$ cat src/rtl/alu_pkg.sv
// rtl/alu_pkg.sv - shared ALU logic-op encodings
//
// Purpose: operation select encoding for the logic slice. The ALU control
// decoder imports the same constants, so any change here moves both.
// Ports: none (package).
package alu_pkg;

  typedef enum logic [1:0] {
    LOGIC_AND = 2'b00,
    LOGIC_OR  = 2'b01,
    LOGIC_XOR = 2'b10,
    LOGIC_NOR = 2'b11
  } logic_op_t;

  localparam int LOGIC_OP_W = 2;

endpackage : alu_pkg

$ cat src/rtl/elastic_stage.sv
// rtl/elastic_stage.sv - single valid/ready register slice
//
// Purpose: one elastic pipeline register. It accepts a new beat whenever it
// is empty or its current beat leaves this cycle, so a chain of these runs
// at one beat per cycle and compresses bubbles under backpressure.
// Ports:
//   clk, rst_n          clock, asynchronous active-low reset
//   flush               synchronous clear of the held beat (valid only)
//   s_tvalid/s_tready   upstream handshake
//   s_tdata             upstream payload
//   m_tvalid/m_tready   downstream handshake
//   m_tdata             downstream payload (registered)
module elastic_stage #(
  parameter int PAYLOAD_W = 33
) (
  input  logic                 clk,
  input  logic                 rst_n,
  input  logic                 flush,
  input  logic                 s_tvalid,
  output logic                 s_tready,
  input  logic [PAYLOAD_W-1:0] s_tdata,
  output logic                 m_tvalid,
  input  logic                 m_tready,
  output logic [PAYLOAD_W-1:0] m_tdata
);

  logic                 valid_q, valid_d;
  logic [PAYLOAD_W-1:0] data_q, data_d;
  logic                 advance;
  logic                 load;

  // The held beat leaves when downstream takes it; the slot is then free
  // for a new beat in the same cycle.
  assign advance  = valid_q & m_tready;
  assign s_tready = ~valid_q | advance;
  assign load     = s_tvalid & s_tready;

  always_comb begin
    valid_d = valid_q;
    data_d  = data_q;
    if (load) begin
      data_d = s_tdata;
    end
    // Flush wins over every transfer; data may keep stale content.
    if (flush) begin
      valid_d = 1'b0;
    end else if (load) begin
      valid_d = 1'b1;
    end else if (advance) begin
      valid_d = 1'b0;
    end
  end

  always_ff @(posedge clk or negedge rst_n) begin
    if (!rst_n) begin
      valid_q <= 1'b0;
      data_q  <= '0;
    end else begin
      valid_q <= valid_d;
      data_q  <= data_d;
    end
  end

  assign m_tvalid = valid_q;
  assign m_tdata  = data_q;

endmodule : elastic_stage

$ cat src/rtl/bitwise_logic_pipe.sv
// rtl/bitwise_logic_pipe.sv - pipelined bitwise AND/OR/XOR/NOR unit
//
// Purpose: logic slice of the pipelined ALU. The operation and zero flag are
// computed combinationally from the inputs and captured together into the
// first elastic stage; later stages only forward {zero, result}.
// Ports:
//   clk, rst_n          clock, asynchronous active-low reset
//   flush               synchronous clear of all in-flight beats
//   in_valid/in_ready   operand handshake (in_ready forced low during flush)
//   op                  00 AND, 01 OR, 10 XOR, 11 NOR
//   input1, input2      WIDTH-bit operands
//   out_valid/out_ready result handshake
//   result              WIDTH-bit result
//   zero                high when result is all zeros
import alu_pkg::*;

module bitwise_logic_pipe #(
  parameter int WIDTH  = 32,
  parameter int STAGES = 2
) (
  input  logic             clk,
  input  logic             rst_n,
  input  logic             flush,
  input  logic             in_valid,
  output logic             in_ready,
  input  logic [1:0]       op,
  input  logic [WIDTH-1:0] input1,
  input  logic [WIDTH-1:0] input2,
  output logic             out_valid,
  input  logic             out_ready,
  output logic [WIDTH-1:0] result,
  output logic             zero
);

  logic_op_t        op_sel;
  logic [WIDTH-1:0] res_c;
  logic             zero_c;

  // Index k is the input side of stage k; index STAGES is the output side.
  logic [STAGES:0]  stg_valid;
  logic [STAGES:0]  stg_ready;
  logic [WIDTH:0]   stg_data [STAGES+1];

  assign op_sel = logic_op_t'(op);

  always_comb begin
    res_c = '0;
    case (op_sel)
      LOGIC_AND: res_c = input1 & input2;
      LOGIC_OR:  res_c = input1 | input2;
      LOGIC_XOR: res_c = input1 ^ input2;
      LOGIC_NOR: res_c = ~(input1 | input2);
      default:   res_c = '0;
    endcase
    zero_c = (res_c == '0);
  end

  // A beat offered during flush is discarded: it never reaches stage 0.
  assign stg_valid[0]      = in_valid & ~flush;
  assign stg_data[0]       = {zero_c, res_c};
  assign stg_ready[STAGES] = out_ready;
  assign in_ready          = stg_ready[0] & ~flush;

  for (genvar k = 0; k < STAGES; k++) begin : g_stage
    elastic_stage #(
      .PAYLOAD_W (WIDTH + 1)
    ) u_stage (
      .clk      (clk),
      .rst_n    (rst_n),
      .flush    (flush),
      .s_tvalid (stg_valid[k]),
      .s_tready (stg_ready[k]),
      .s_tdata  (stg_data[k]),
      .m_tvalid (stg_valid[k+1]),
      .m_tready (stg_ready[k+1]),
      .m_tdata  (stg_data[k+1])
    );
  end

  assign out_valid = stg_valid[STAGES];
  assign result    = stg_data[STAGES][WIDTH-1:0];
  assign zero      = stg_data[STAGES][WIDTH];

endmodule : bitwise_logic_pipe
$ cat config.mk
export PLATFORM = sky130hd
export DESIGN_NAME = bitwise_logic_pipe
export DESIGN_NICKNAME = d
export VERILOG_FILES = /design/src/rtl/alu_pkg.sv /design/src/rtl/elastic_stage.sv /design/src/rtl/bitwise_logic_pipe.sv
export SDC_FILE = /design/constraint.sdc
export NUM_CORES = 1
export LEC_CHECK = 0
export BUFFER_PORTS_ARGS = -buffer_cell sky130_fd_sc_hd__clkbuf_2
export CAP_MARGIN = 30
export CORE_MARGIN = 2
export CORE_UTILIZATION = 55
export CTS_CLUSTER_DIAMETER = 200
export DETAILED_ROUTE_END_ITERATION = 10
export PLACE_DENSITY = 0.8
export REMOVE_ABC_BUFFERS = 1
export SLEW_MARGIN = 15
export SYNTH_ARGS = -nofsm -noshare
export SYNTH_HDL_FRONTEND = slang
export SYNTH_SLANG_ARGS = --single-unit
$ cat constraint.sdc
create_clock -name clk -period 2.3 [get_ports clk]
set_clock_uncertainty 0.05 [all_clocks]
set_input_delay 0.46 -clock clk [delete_from_list [all_inputs] [get_ports clk]]
set_output_delay 0.46 -clock clk [all_outputs]
set_load 0.01 [all_outputs]
==> results.sh <==
export IMPL_insertion_delay_ns=0.34
export IMPL_place_gp_congestion=0.787
export IMPL_synthFlopType="dfrtp_1"
export IMPL_nets=734
export IMPL_cp_data_required_time_ns=2.49
export IMPL_finalCriticalPeriod_ns=2.03
export IMPL_outcome="completed"
export IMPL_fmax_ghz=0.493
export IMPL_ys_seq_area_frac=0.374
export IMPL_crit_type="primary input to register"
export IMPL_drt_iter0_drc=98
export IMPL_worstPathMaxFanout=42
export IMPL_rsz0062_at_grt="false"
export IMPL_yosys_area_top_type="dfrtp_1"
export IMPL_synth_seq_cells=68
export IMPL_relSlewSlack=0.447
export IMPL_synth_edff_count=0
export IMPL_syn2layout_area_growth_pct=18.8
export IMPL_grt_pass1_vias=3511
export IMPL_reg2reg_slack_ns=0.65
export IMPL_worstMarginPinSlew_ns=0.829
export IMPL_ios=106
export IMPL_die_y_um=94.9
export IMPL_end_kind="register"
export IMPL_ant_nets=0
export IMPL_synthCells=500
export IMPL_fin_util=0.667
export IMPL_post_cts_resized=0
export IMPL_drt_pass1_iter_count=4
export IMPL_die_w_um=94.9
export IMPL_grt_pass1_wl_um=15100
export IMPL_dieArea_um2=9010
export IMPL_port_buffers=105
export IMPL_grt_antenna_before_repair=0
export IMPL_fin_area_um2=5400
export IMPL_holdCritPathClass="primary input to asynchronous set/reset pin"
export IMPL_total_power_mw=3.28
export IMPL_root_buffer="clkbuf_8"
export IMPL_syn_area_um2=4550
export IMPL_drt_wl_total_um=8980
export IMPL_numCtsBuffers=9
export IMPL_cts_buffer_depth=2
export IMPL_cp_start_kind="primary input"
export IMPL_r2r_start="g_stage[1].u_stage.m_tvalid"
export IMPL_finalSetupViolCount=0
export IMPL_core_um2=8090
export IMPL_via_count=3653
export IMPL_r2r_end="g_stage[0].u_stage.m_tdata[25]"
export IMPL_overflow=0
export IMPL_fin_tns_setup_ns=0
export IMPL_fillers=675
export IMPL_cts_hold_buf=0
export IMPL_postPlaceCellArea_um2=5240
export IMPL_yosysWarnings=0
export IMPL_wl_per_cell_um=12.7
export IMPL_slew_viol_final=0
export IMPL_drive_above_1_share=0.272
export IMPL_start_util=0.562
export IMPL_regArea_um2=1700
export IMPL_synth_distinct_cells=17
export IMPL_crit_start="op[0]"
export IMPL_cap_violations=0
export IMPL_row_count=33
export IMPL_ir_worst_vdd_uv=321
export IMPL_finalHoldViolations=0
export IMPL_avgSynthCellArea_um2=9.09
export IMPL_dp_hpwl_um=7000
export IMPL_drc=0
export IMPL_async_flop_share=1.00
export IMPL_antenna_cells=0
export IMPL_leakage_nw=2.90
export IMPL_postCtsSetupRepairBufs=0
export IMPL_worstPathArrival_ns=2.22
export IMPL_synth_top_cell_area_share=0.374
export IMPL_power_density_nw_per_um2=608
export IMPL_r2r_cells=6
export IMPL_via_per_inst=5.15
export IMPL_grt_max_degree=69
export IMPL_clock_sinks=68
export IMPL_min_period_over_period=0.882
export IMPL_cts_tree="built"
export IMPL_clk_pin_slew_ns=0.07
export IMPL_multi_input_area_um2=2490
export IMPL_yosysMostFrequentCell="dfrtp_1"
export IMPL_htreeDepth=3
export IMPL_synth_area_leaders="dfrtp_1, ha_1, nor2b_1"
export IMPL_grt_use_total=0.214
export IMPL_synthTopCellsByCount="dfrtp_1, ha_1, inv_1"
==> area by class of cell <==
class                      instances  area share
multi-input combinational        340       0.461
sequential                        68       0.315
timing repair buffer             116       0.125
inverter                          64      0.0445
clock buffer                      14      0.0283
tap                              105      0.0243
clock inverter                     2     0.00185
==> worst max-delay path: stages <==
cell      delay, ns
clkbuf_2       0.13
buf_12         0.18
buf_4          0.18
nor2b_1        0.14
o31ai_1        0.30
nand4_1        0.15
or4_1          0.46
o31ai_1        0.22
==> how the worst max path moves through the flow <==
stage | to | slack, ns | depth (start not counted)
3_3_place_gp | g_stage[0].u_stage.m_tdata[32] | -0.02 | 8
3_5_place_dp | g_stage[0].u_stage.m_tdata[32] | -0.08 | 7
4_1_cts | g_stage[0].u_stage.m_tdata[32] | 0.25 | 8
2_1_floorplan | g_stage[0].u_stage.m_tdata[32] | 0.12 | 4
5_1_grt | g_stage[0].u_stage.m_tdata[32] | 0.07 | 9
6_report | g_stage[0].u_stage.m_tdata[32] | 0.27 | 8
==> where the power goes <==
part	switching (mW)	internal (mW)
Combinational	0.449	0.422
Sequential	0.139	1.43
Clock	0.422	0.419
==> placed cells by master, fill, tap and decap left out, types with 7 or more instances in the layout <==
| master | count |
|---|---|
| inv_1 | 64 |
| o31ai_1 | 32 |
| dfrtp_1 | 68 |
| clkbuf_8 | 10 |
| o21ai_0 | 63 |
| ha_1 | 64 |
| nand4_1 | 8 |
| nor2b_1 | 63 |
| mux2_2 | 34 |
| nand2_1 | 33 |
| nor2_1 | 35 |
| buf_4 | 7 |
| clkbuf_2 | 104 |
==> sequential cells by signal, indices dropped and copies added, names as in the netlist <==
name,flops
g_stage.u_stage.m_tdata,66
g_stage.u_stage.m_tvalid,2
==> logic make-up after synthesis <==
logic type               synth area share
flip-flops                          0.374
adder cells (fa/ha/maj)             0.176
multiplexers                       0.0842
buffers and inverters              0.0787
AO/OA/AOI/OAI                       0.127
AND/OR/NAND/NOR                     0.159
==> layer usage <==
metal,vias to the layer above,share of wire,GRT usage
li1,1844,-,-
met4,0,0.019,0.0990
met3,14,0.054,0.0327
met5,-,0,0
met1,1700,0.45,0.270
met2,95,0.48,0.362
==> through the flow <==
step | std cells | hold slack, ns | worst slack (ns)
floorplan | 472 | 0.114 | 0.120
global placement | 693 | 0.408 | -0.0232
detailed placement | 693 | 0.416 | -0.0838
CTS | 709 | 0.198 | 0.251
global route | 709 | 0.243 | 0.0675
finish | 709 | 0.174 | 0.270
Note: power is estimated with default switching activity, not from simulation.
